### config.mk
export PLATFORM = sky130hd
export DESIGN_NAME = multicycle_ctrl
export DESIGN_NICKNAME = d
export VERILOG_FILES = /design/src/rtl/multicycle_ctrl.sv
export SDC_FILE = /design/constraint.sdc
export NUM_CORES = 1
export LEC_CHECK = 0
export CORE_MARGIN = 5
export CORE_UTILIZATION = 50
export DETAILED_ROUTE_END_ITERATION = 16
export DONT_BUFFER_PORTS = 1
export PLACE_DENSITY_LB_ADDON = 0.2
export SYNTH_ARGS = -nofsm -noshare
export SYNTH_HDL_FRONTEND = slang
export SYNTH_SLANG_ARGS = --single-unit
### constraint.sdc
create_clock -name clk -period 1.7 [get_ports clk]
set_input_delay 0.17 -clock clk [delete_from_list [all_inputs] [get_ports clk]]
set_output_delay 0.17 -clock clk [all_outputs]
set_load 0.005 [all_outputs]
### src/rtl/multicycle_ctrl.sv
// Control FSM for a multicycle RV32I-style datapath sharing one memory port.
// Strobes are decoded combinationally from state/opcode; status flags and the retire counter are registered.
module multicycle_ctrl #(
    parameter int unsigned TIMEOUT = 255
) (
    input  logic        clk,
    input  logic        rstn,
    input  logic [6:0]  opcode,
    input  logic        br_taken,
    input  logic        mem_ack,
    output logic        mem_req,
    output logic        mem_we,
    output logic        mem_addr_sel,
    output logic        ir_we,
    output logic        pc_we,
    output logic [1:0]  pc_src,
    output logic [1:0]  alu_a_sel,
    output logic        alu_b_sel,
    output logic        reg_we,
    output logic [1:0]  wb_sel,
    output logic        illegal,
    output logic        bus_err,
    output logic [31:0] instret
);

    localparam int unsigned WAIT_W = 16;
    localparam logic [WAIT_W-1:0] WAIT_LIMIT = WAIT_W'(TIMEOUT);

    localparam logic [6:0] OPC_OP_IMM = 7'b0010011;
    localparam logic [6:0] OPC_OP     = 7'b0110011;
    localparam logic [6:0] OPC_BRANCH = 7'b1100011;
    localparam logic [6:0] OPC_LUI    = 7'b0110111;
    localparam logic [6:0] OPC_AUIPC  = 7'b0010111;
    localparam logic [6:0] OPC_JAL    = 7'b1101111;
    localparam logic [6:0] OPC_JALR   = 7'b1100111;
    localparam logic [6:0] OPC_LOAD   = 7'b0000011;
    localparam logic [6:0] OPC_STORE  = 7'b0100011;

    typedef enum logic [2:0] {
        S_IDLE,
        S_FETCH,
        S_DECODE,
        S_EXEC,
        S_MEM,
        S_WB,
        S_TRAP
    } state_e;

    state_e            state_q, state_d;
    logic [WAIT_W-1:0] wait_q, wait_d;
    logic [31:0]       instret_q, instret_d;
    logic              illegal_q, illegal_d;
    logic              bus_err_q, bus_err_d;

    logic       op_legal, op_load, op_store, op_branch, op_jal, op_jalr;
    logic [1:0] op_a_sel;
    logic       op_b_sel;

    // Opcode class and ALU operand selects for the latched instruction
    always_comb begin
        op_legal  = 1'b1;
        op_load   = 1'b0;
        op_store  = 1'b0;
        op_branch = 1'b0;
        op_jal    = 1'b0;
        op_jalr   = 1'b0;
        op_a_sel  = 2'd0;
        op_b_sel  = 1'b0;
        case (opcode)
            OPC_OP:     ;
            OPC_OP_IMM: op_b_sel = 1'b1;
            OPC_LOAD:   begin op_load  = 1'b1; op_b_sel = 1'b1; end
            OPC_STORE:  begin op_store = 1'b1; op_b_sel = 1'b1; end
            OPC_JALR:   begin op_jalr  = 1'b1; op_b_sel = 1'b1; end
            OPC_LUI:    begin op_a_sel = 2'd2; op_b_sel = 1'b1; end
            OPC_AUIPC:  begin op_a_sel = 2'd1; op_b_sel = 1'b1; end
            OPC_BRANCH: op_branch = 1'b1;
            OPC_JAL:    op_jal    = 1'b1;
            default:    op_legal  = 1'b0;
        endcase
    end

    // Next state, wait counter, status and strobes; the counter stays zero outside memory states
    always_comb begin
        state_d      = state_q;
        wait_d       = '0;
        instret_d    = instret_q;
        illegal_d    = illegal_q;
        bus_err_d    = bus_err_q;
        mem_req      = 1'b0;
        mem_we       = 1'b0;
        mem_addr_sel = 1'b0;
        ir_we        = 1'b0;
        pc_we        = 1'b0;
        pc_src       = 2'd0;
        alu_a_sel    = 2'd0;
        alu_b_sel    = 1'b0;
        reg_we       = 1'b0;
        wb_sel       = 2'd0;

        case (state_q)
            S_IDLE: state_d = S_FETCH;

            S_FETCH: begin
                mem_req = 1'b1;
                ir_we   = mem_ack;
                if (mem_ack) begin
                    state_d = S_DECODE;
                end else if (wait_q == WAIT_LIMIT) begin
                    state_d   = S_TRAP;
                    bus_err_d = 1'b1;
                end else begin
                    wait_d = wait_q + WAIT_W'(1);
                end
            end

            S_DECODE: begin
                if (op_legal) begin
                    state_d = S_EXEC;
                end else begin
                    state_d   = S_TRAP;
                    illegal_d = 1'b1;
                end
            end

            S_EXEC: begin
                alu_a_sel = op_a_sel;
                alu_b_sel = op_b_sel;
                if (op_branch) begin
                    pc_we     = 1'b1;
                    pc_src    = {1'b0, br_taken};
                    instret_d = instret_q + 32'd1;
                    state_d   = S_FETCH;
                end else if (op_load || op_store) begin
                    state_d = S_MEM;
                end else begin
                    state_d = S_WB;
                end
            end

            S_MEM: begin
                alu_a_sel    = op_a_sel;
                alu_b_sel    = op_b_sel;
                mem_req      = 1'b1;
                mem_addr_sel = 1'b1;
                mem_we       = op_store;
                if (mem_ack) begin
                    if (op_store) begin
                        pc_we     = 1'b1;
                        instret_d = instret_q + 32'd1;
                        state_d   = S_FETCH;
                    end else begin
                        state_d = S_WB;
                    end
                end else if (wait_q == WAIT_LIMIT) begin
                    state_d   = S_TRAP;
                    bus_err_d = 1'b1;
                end else begin
                    wait_d = wait_q + WAIT_W'(1);
                end
            end

            S_WB: begin
                alu_a_sel = op_a_sel;
                alu_b_sel = op_b_sel;
                reg_we    = 1'b1;
                pc_we     = 1'b1;
                instret_d = instret_q + 32'd1;
                state_d   = S_FETCH;
                if (op_load) begin
                    wb_sel = 2'd1;
                end else if (op_jal || op_jalr) begin
                    wb_sel = 2'd2;
                end
                if (op_jal) begin
                    pc_src = 2'd1;
                end else if (op_jalr) begin
                    pc_src = 2'd2;
                end
            end

            S_TRAP: state_d = S_TRAP;

            default: state_d = S_IDLE;
        endcase
    end

    always_ff @(posedge clk or negedge rstn) begin
        if (!rstn) begin
            state_q   <= S_IDLE;
            wait_q    <= '0;
            instret_q <= '0;
            illegal_q <= 1'b0;
            bus_err_q <= 1'b0;
        end else begin
            state_q   <= state_d;
            wait_q    <= wait_d;
            instret_q <= instret_d;
            illegal_q <= illegal_d;
            bus_err_q <= bus_err_d;
        end
    end

    assign illegal = illegal_q;
    assign bus_err = bus_err_q;
    assign instret = instret_q;

endmodule

==> results of run 1 <==
[stage by stage]
stage	power, uW	TNS [ps]	area, um^2
floorplan	2070	0	2810
global placement	2460	0	3200
detailed placement	2480	0	3200
CTS	3500	-161	3460
global route	3900	-2310	3730
finish	3690	-733	3730
[report_power, final]
group	leakage, uW	total, uW	internal, uW	switching (uW)
clock network	0.0000585	885	481	405
registers	0.000710	1530	1390	140
logic	0.000818	1270	633	641
total	0.00159	3690	2500	1190
[logic make-up (layout without fill, tap and decap cells)]
logic type / Yosys count / count (layout) / synth area share [%]
muxes: 1 / 1 / 0.400
and+or+nand+nor: 131 / 131 / 27.2
AOI/OAI and AO/OA: 28 / 29 / 8.23
adders and majority gates: 2 / 2 / 0.889
xor gates and xnor gates: 45 / 45 / 14.0
buffers and inverters: 15 / 71 / 2.18
DFF: 53 / 53 / 47.1
[layout by cell type (no fill, tap or decap), types with 4 or more instances in the layout]
cell type  instances
nor3_1             5
nand3_4            5
clkbuf_8           6
nor4_1             4
nor2_1            27
xnor2_1           29
dfrtp_1           52
nand2_1           16
buf_12             4
nand3_2            4
buf_6              4
and4_1             4
inv_1              7
o22ai_4            4
nand3_1           12
xor2_1            16
and3_1             6
nand4_1           10
buf_4             45
nand2b_1           7
[path summary, 6_finish.rpt]
path	start	cells past startpoint	end
min	mem_ack	2	state_q[1]
min reg2reg	wait_q[0]	1	wait_q[0]
min in group asynchronous	rstn	2	illegal
max reg2reg	state_q[2]	7	instret[7]
max	state_q[2]	7	instret[7]
max in group asynchronous	rstn	2	instret[20]
[cells in the mapped netlist, types with 2 or more instances]
cell | n | area (um^2)
a31oi_1 | 4 | 25.0
clkbuf_1 | 4 | 15.0
o21ai_0 | 2 | 10.0
inv_1 | 7 | 26.3
o22ai_1 | 3 | 18.8
a21o_1 | 2 | 15.0
nor4_1 | 8 | 50.1
and4_1 | 4 | 35.0
ha_1 | 2 | 25.0
nand4_1 | 10 | 62.6
nor2_1 | 31 | 116
o32ai_1 | 2 | 17.5
xor2_1 | 16 | 140
dfrtp_1 | 53 | 1330
nand3b_1 | 2 | 15.0
nand2_1 | 16 | 60.1
or3_1 | 3 | 18.8
o21bai_1 | 2 | 15.0
nor3_1 | 7 | 35.0
nand2b_1 | 8 | 50.1
nand4b_1 | 2 | 17.5
buf_2 | 4 | 20.0
and3_1 | 6 | 37.5
xnor2_1 | 29 | 254
nand3_1 | 20 | 100
a21oi_1 | 2 | 10.0
o22ai_4 | 2 | 40.0
[cell type report]
cell class / count / area share, %
Clock inverter: 1 / 0.805
Inverter: 7 / 0.704
Timing Repair Buffer: 56 / 14.1
Sequential cell: 53 / 35.6
Multi-Input combinational cell: 208 / 44.1
Tap cell: 72 / 2.42
Clock buffer: 7 / 2.31
[registers in the layout, indices dropped and copies added (netlist names)]
name and cells:
wait_q 16, state_q 3, bus_err 1, instret 32
illegal 1
[repair_timing]
item | 4_1_cts | 5_1_grt
setup buffers | 7 | 5
endpoints found under the hold margin | 53 | 0
cloned | 0 | 2
endpoints found under the setup margin | 7 | 44
gates resized for setup | 5 | 39
pin swaps | 7 | 19
hold buffers | 2 | 0
[routing by layer]
metal  routed length (um)  share of wire (%)  vias to the layer above
li1                     -                  -                     1095
met1                 3050                 45                     1089
met2                 3170                 47                       64
met3                  474                7.0                       10
met4                  108                1.6                        0
met5                    0                  0                        -
==> results.toml, run 1 <==
[critical_path]
crit_chain = "nand3b_1 > o22a_2 > buf_12 > o22ai_4 > clkbuf_16 > nand3_2 > xnor2_1"
crit_family = "compound AO/OA/AOI/OAI gates"
crit_path_start_kind = "register"
path_max_fanout = 5
crit_arrival_ps = 1970
slowest_stage = "dfrtp_1"
crit_required_ps = 1890
crit_buf_inv = 2
crit_type = "reg2reg"
cp-end-kind = "register"
reg2reg_slack_ps = -80
cpPeakStageDelay_ps = 400

[global_routing]
use_met2_pct = 27.5
overflow = 0
grt_antenna_before_repair = 0
grtUsageTotal_pct = 17.4
globalRouteMet3Util_pct = 5.24
grt_start_max_net_pins = 54
busiest_layer = "met2"
grt_pass1_vias = 2092
met1_usage_pct = 23.4
grt_pass1_wl_mm = 10.2

[route]
drcViolationCount = 0
drtPass1Iterations = 4
vias = 2258
avgRoutedWirePerCell_um = 16.8
drt_iter0_drc = 142
final_antenna_net_count = 0
via_per_inst = 5.59
finalWirelength_mm = 6.80

[yosys]
ys_seq_elements = 53
synth_seq_area_share_pct = 47.1
syn-cell-area_um2 = 2810
yosysWarnings = 0
synth_edf_count = 0
postSynthAreaPerCell_um2 = 10.2
synth-async-reset-ratio_pct = 100
synth_nets = 288
synthFlopType = "dfrtp_1"
synth_cell_types = 51
syn_inst = 275

[placement]
port_buffers = 0
dp.cells = 380
pre_cts_ws_ps = 2.27
gp_congestion = 0.850
dp_hpwl_mm = 4.43

[final_layout]
fin_cells = 404
seq_area_um2 = 1330
area_growth_syn_to_layout_pct = 32.5
antenna_cells = 0
drive_above_1_share_pct = 31.0
fill_cells = 415
multi_input_area_um2 = 1640
layout.nets = 344
final_util_pct = 68.2

[floorplan]
dieWidth_um = 85.0
rows = 27
die_h_um = 85.0
core_area_um2 = 5470
die_area_um2 = 7230
floorplan.initialDensity_pct = 51.4
ioPinCount = 58

[sta]
finalSetupViolations = 18
final.setup.worst_slack_ps = -75.1
rsz0062_at_grt = "true"
slew_viol_final = 0
max_freq_mhz = 563
holdWs_ps = 77.8
relSlewSlack_pct = 69.1
finalHoldViolations = 0
period_share_pct = 104
period_needed_ps = 1780
worst-slew-pin-transition_ps = 460
skew_ps = 2.59

[clock_tree]
htreeDepth = 2
cts_buffers = 5
cts.reportedPaths.clkPinSlew_ps = 90
clk-insertion-delay-late_ps = 300
clkSinkCount = 53
cts_tree = "built"
cts_buffer_depth = 2
cts_root_buf = "clkbuf_8"

[pwr]
p_leak_uw = 0.00159
ir_worst_vdd_v = 0.000584
p_per_area_nw_per_um2 = 988

[run_status]
violations = "negative setup slack"
outcome = "finished, violations left"

[run]
cap_violations = 0

[min_path]
worstHoldPathType = "in2reg"
(Power assumes the default switching activity.)
==> run 2, diff against run 1 <==
==> constraint.sdc (replaced) <==
create_clock -name clk -period 2.2 [get_ports clk]
set_input_delay 0.22 -clock clk [delete_from_list [all_inputs] [get_ports clk]]
set_output_delay 0.22 -clock clk [all_outputs]
set_load 0.005 [all_outputs]
==> results.toml, run 2 (synthesis gave the netlist of run 1 again) <==
[final_layout]
final_util_pct = 55.0
final_common_cell = "dfrtp_1"
largest_reg_flops = 32
layout_common_cells = "dfrtp_1 (53), nor2_1 (31), xnor2_1 (29), nand3_1 (20)"
drive_above_1_share_pct = 8.60
antenna_cells = 0
area_growth_syn_to_layout_pct = 6.89
fin_cells = 351
layout.nets = 291

[critical_path]
crit_required_ps = 1980
slowest_stage = "dfrtp_1"
cp-end-kind = "output pin"
path_max_fanout = 7
crit_type = "reg2out"
crit_arrival_ps = 1780
crit_path_start_kind = "register"
crit_buf_inv = 0
reg2reg_slack_ps = 340
cpPeakStageDelay_ps = 470
crit_chain = "nand3b_1 > a211oi_1 > nand4b_1 > nor2_1"
crit_family = "simple AND/OR/NAND/NOR gates"

[clock_tree]
cts_setup_buffers = 0
cts_buffer_depth = 2
cts.reportedPaths.clkPinSlew_ps = 90
clkSinkCount = 53
cts_tree = "built"
clk-insertion-delay-late_ps = 310
cts_buffers = 5
htreeDepth = 2
cts_resized = 0
cts_root_buf = "clkbuf_8"

[placement]
dp.cells = 341
dp_hpwl_mm = 4.15
gp_congestion = 0.839
port_buffers = 0

[route]
drtPass1Iterations = 4
finalWirelength_mm = 5.64
vias = 2014
drt_iter0_drc = 73
final_antenna_net_count = 0
via_per_inst = 5.74
drcViolationCount = 0
avgRoutedWirePerCell_um = 16.1

[floorplan]
dieWidth_um = 85.0
rows = 27
die_area_um2 = 7230
ioPinCount = 58
floorplan.initialDensity_pct = 51.4
die_h_um = 85.0
core_area_um2 = 5470

[pwr]
power_frac_clock_pct = 23.8
intPower_uw = 1490
p_per_area_nw_per_um2 = 748
swShare_pct = 33.7
power_frac_comb_pct = 21.5
switching_power_uw = 757
ir_worst_vdd_v = 0.000338
p_leak_uw = 0.00126
power.share.sequential_pct = 54.7

[sta]
worst-slew-pin-transition_ps = 540
period_needed_ps = 2000
rsz0062_at_grt = "false"
relSlewSlack_pct = 63.6
max_freq_mhz = 500
fin_tns_setup_ps = 0
skew_ps = 5.55
period_share_pct = 91.0
finalHoldViolations = 0
slew_viol_final = 0
finalSetupViolations = 0

[min_path]
worstHoldPathType = "in2reg"

[global_routing]
grtUsageTotal_pct = 16.2
overflow = 0
grt_antenna_before_repair = 0
grt_pass1_vias = 1926
grt_start_max_net_pins = 54
grt_pass1_wl_mm = 9.57

[run]
cap_violations = 0

[run_status]
outcome = "finished clean"
[run 2: cell types whose count changed in the layout (fill, tap and decap cells not counted), moves of 3 or more]
cell / change
buf_4: -43
nand3_1: +8
buf_12: -4
buf_6: -4
nand3_2: -4
nand3_4: -4
nor2_1: +4
nor4_1: +4
nor2_2: -3
nor4_2: -3
[run 2: repair_timing]
action                                  CTS  global route
endpoints found under the hold margin    53             0
endpoints found under the setup margin    0             0
hold buffers                              2             0
[run 2: cell type report]
cell class	count	area (um^2)
multi-input cells	207	1430
inverters	7	26.3
flip-flops and latches	53	1330
fillers	506	2460
repair buffers	4	52.6
clock buffers	5	68.8
well taps	72	90.1
clock inverters	3	17.5
[run 2: path summary, 6_finish.rpt]
check	end	cells past startpoint	from
worst max-delay path	alu_a_sel[1]	4	state_q[2]
worst min-delay path	state_q[1]	2	mem_ack
worst max register to register	instret[25]	5	instret[3]
worst min register to register	wait_q[0]	1	wait_q[0]
max in group asynchronous	instret[15]	2	rstn
min in group asynchronous	instret[2]	2	rstn
[run 2: through the flow]
stage,hold WS (ps),power (uW),setup WS (ps),area [um^2]
floorplan,-75.6,1600,542,2810
global placement,-73.1,1710,349,2880
detailed placement,-73.4,1710,351,2880
CTS,117,2280,178,3010
global route,152,2410,83.1,3010
finish,124,2250,199,3010
[run 2: metal layers]
layer | vias up | share of wire, % | track usage (%)
li1 | 989 | - | -
met1 | 979 | 45 | 21.0
met2 | 39 | 47 | 25.8
met3 | 7 | 6.6 | 5.24
met4 | 0 | 1.2 | 5.18
met5 | - | 0 | 0
[run 2: power by group through the flow]
stage	clock network, uW	logic, uW	registers [uW]
finish	536	484	1230
global route	606	547	1250
detailed placement	0	462	1250
CTS	560	492	1230
floorplan	0	403	1200
global placement	0	463	1240
==> run 3, diff against run 2 <==
==> constraint.sdc (replaced) <==
create_clock -name clk -period 2.3 [get_ports clk]
set_input_delay 0.23 -clock clk [delete_from_list [all_inputs] [get_ports clk]]
set_output_delay 0.23 -clock clk [all_outputs]
set_load 0.005 [all_outputs]
==> results.toml, run 3 (synthesis gave the netlist of run 1 again) <==
[floorplan]
die_h_um = 85.0
die_area_um2 = 7230
rows = 27
dieWidth_um = 85.0
core_area_um2 = 5470
floorplan.initialDensity_pct = 51.4
ioPinCount = 58

[critical_path]
crit_type = "reg2out"
crit_required_ps = 2070
crit_chain = "nand3b_1 > a211oi_1 > nand4b_1 > nor2_1"
cpPeakStageDelay_ps = 600
cp.depth = 4
crit_buf_inv = 0
slowest_stage = "dfrtp_1"
rr_worst_depth = 5
path_max_fanout = 15
crit_arrival_ps = 1820
cp-end-kind = "output pin"
crit_family = "flip-flops"
crit_path_start_kind = "register"

[clock_tree]
clkSinkCount = 53
cts_setup_buffers = 0
htreeDepth = 2
cts_resized = 0
clk-insertion-delay-late_ps = 310
cts.reportedPaths.clkPinSlew_ps = 90
cts_buffer_depth = 2
cts_root_buf = "clkbuf_8"
cts_tree = "built"
cts_buffers = 5

[global_routing]
grt_antenna_before_repair = 0
grt_pass1_wl_mm = 9.67
grt_start_max_net_pins = 54
grtUsageTotal_pct = 16.3
overflow = 0
grt_pass1_vias = 1941

[pwr]
ir_worst_vdd_v = 0.000412
p_per_area_nw_per_um2 = 719
p_leak_uw = 0.00124

[route]
vias = 2046
drcViolationCount = 0
avgRoutedWirePerCell_um = 16.5
final_antenna_net_count = 0
via_per_inst = 5.86
finalWirelength_mm = 5.77
drtPass1Iterations = 4
drt_iter0_drc = 109

[sta]
max_freq_mhz = 487
slew_viol_final = 0
fin_tns_setup_ps = 0
rsz0062_at_grt = "false"
period_share_pct = 89.2
skew_ps = 8.04
finalSetupViolations = 0
relSlewSlack_pct = 63.7
worst-slew-pin-transition_ps = 539
finalHoldViolations = 0
final.setup.worst_slack_ps = 248
period_needed_ps = 2050

[final_layout]
layout.nets = 289
final_util_pct = 54.7
fin_cells = 349
layout_common_cells = "dfrtp_1 (53), nor2_1 (31), xnor2_1 (29), nand3_1 (20)"
antenna_cells = 0
drive_above_1_share_pct = 7.58
final_common_cell = "dfrtp_1"
fill_cells = 517
area_growth_syn_to_layout_pct = 6.40
largest_reg_flops = 32
fin_area_um2 = 2990

[min_path]
whs_path_depth = 2
worstHoldPathType = "in2reg"

[placement]
port_buffers = 0
postPlaceCellArea_um2 = 2870
dp_hpwl_mm = 4.20
gp_congestion = 0.806
dp.cells = 339
pre_cts_ws_ps = 389

[run]
cap_violations = 0

[run_status]
outcome = "finished clean"
[run 3: cell count changes in the layout (fill, tap and decap cells not counted)]
| cell | delta |
|---|---|
| buf_4 | -2 |
| clkinv_2 | -2 |
| clkbuf_1 | +1 |
| clkinvlp_4 | +1 |
[run 3: layout make-up]
type | instances | area, um^2 | share of cell area [%]
multi-input combinational | 207 | 1430 | 47.6
tap | 72 | 90.1 | 3.01
clock inverter | 2 | 15.0 | 0.501
inverter | 7 | 26.3 | 0.878
clock buffer | 6 | 72.6 | 2.42
timing repair buffer | 2 | 37.5 | 1.25
sequential | 53 | 1330 | 44.3
[run 3: final timing paths]
| kind | start | endpoint | slack (ps) |
|---|---|---|---|
| max | state_q[1] | alu_a_sel[1] | 250 |
| min | mem_ack | state_q[1] | 130 |
| max reg2reg | state_q[1] | instret[27] | 380 |
| min reg2reg | wait_q[0] | wait_q[0] | 500 |
| max in group asynchronous | rstn | wait_q[5] | 1630 |
| min in group asynchronous | rstn | instret[0] | 430 |
[run 3: layer usage]
layer | wire length, um | track usage (%) | vias to the layer above
met4 | 31 | 2.59 | 0
met3 | 459 | 5.92 | 5
met5 | 0 | 0 | -
li1 | - | - | 978
met1 | 2570 | 22.0 | 1013
met2 | 2710 | 25.6 | 50
[run 3: power breakdown]
part / leakage, uW / internal (uW) / switching (uW)
Sequential: 0.000711 / 1020 / 176
Clock: 0.0000374 / 215 / 313
Combinational: 0.000490 / 178 / 250
Total: 0.00124 / 1410 / 738
[run 3: worst register-to-register path: stages (launching register included)]
cell      delay [ps]
dfrtp_1          600
nand3b_1         250
o22a_1           340
o22ai_4          310
nand4_1          180
xnor2_1          160
[run 3: metrics by stage]
| step | power (uW) | hold WS, ps |
|---|---|---|
| 5_1_grt | 2290 | 132 |
| 3_5_place_dp | 1630 | -64.2 |
| 6_report | 2150 | 131 |
| 3_3_place_gp | 1610 | -64.3 |
| 2_1_floorplan | 1530 | -65.6 |
| 4_1_cts | 2170 | 125 |
[run 3: repair_timing]
action / CTS / global route
endpoints found under the setup margin: 0 / 0
hold buffers: 2 / 0
endpoints found under the hold margin: 53 / 0
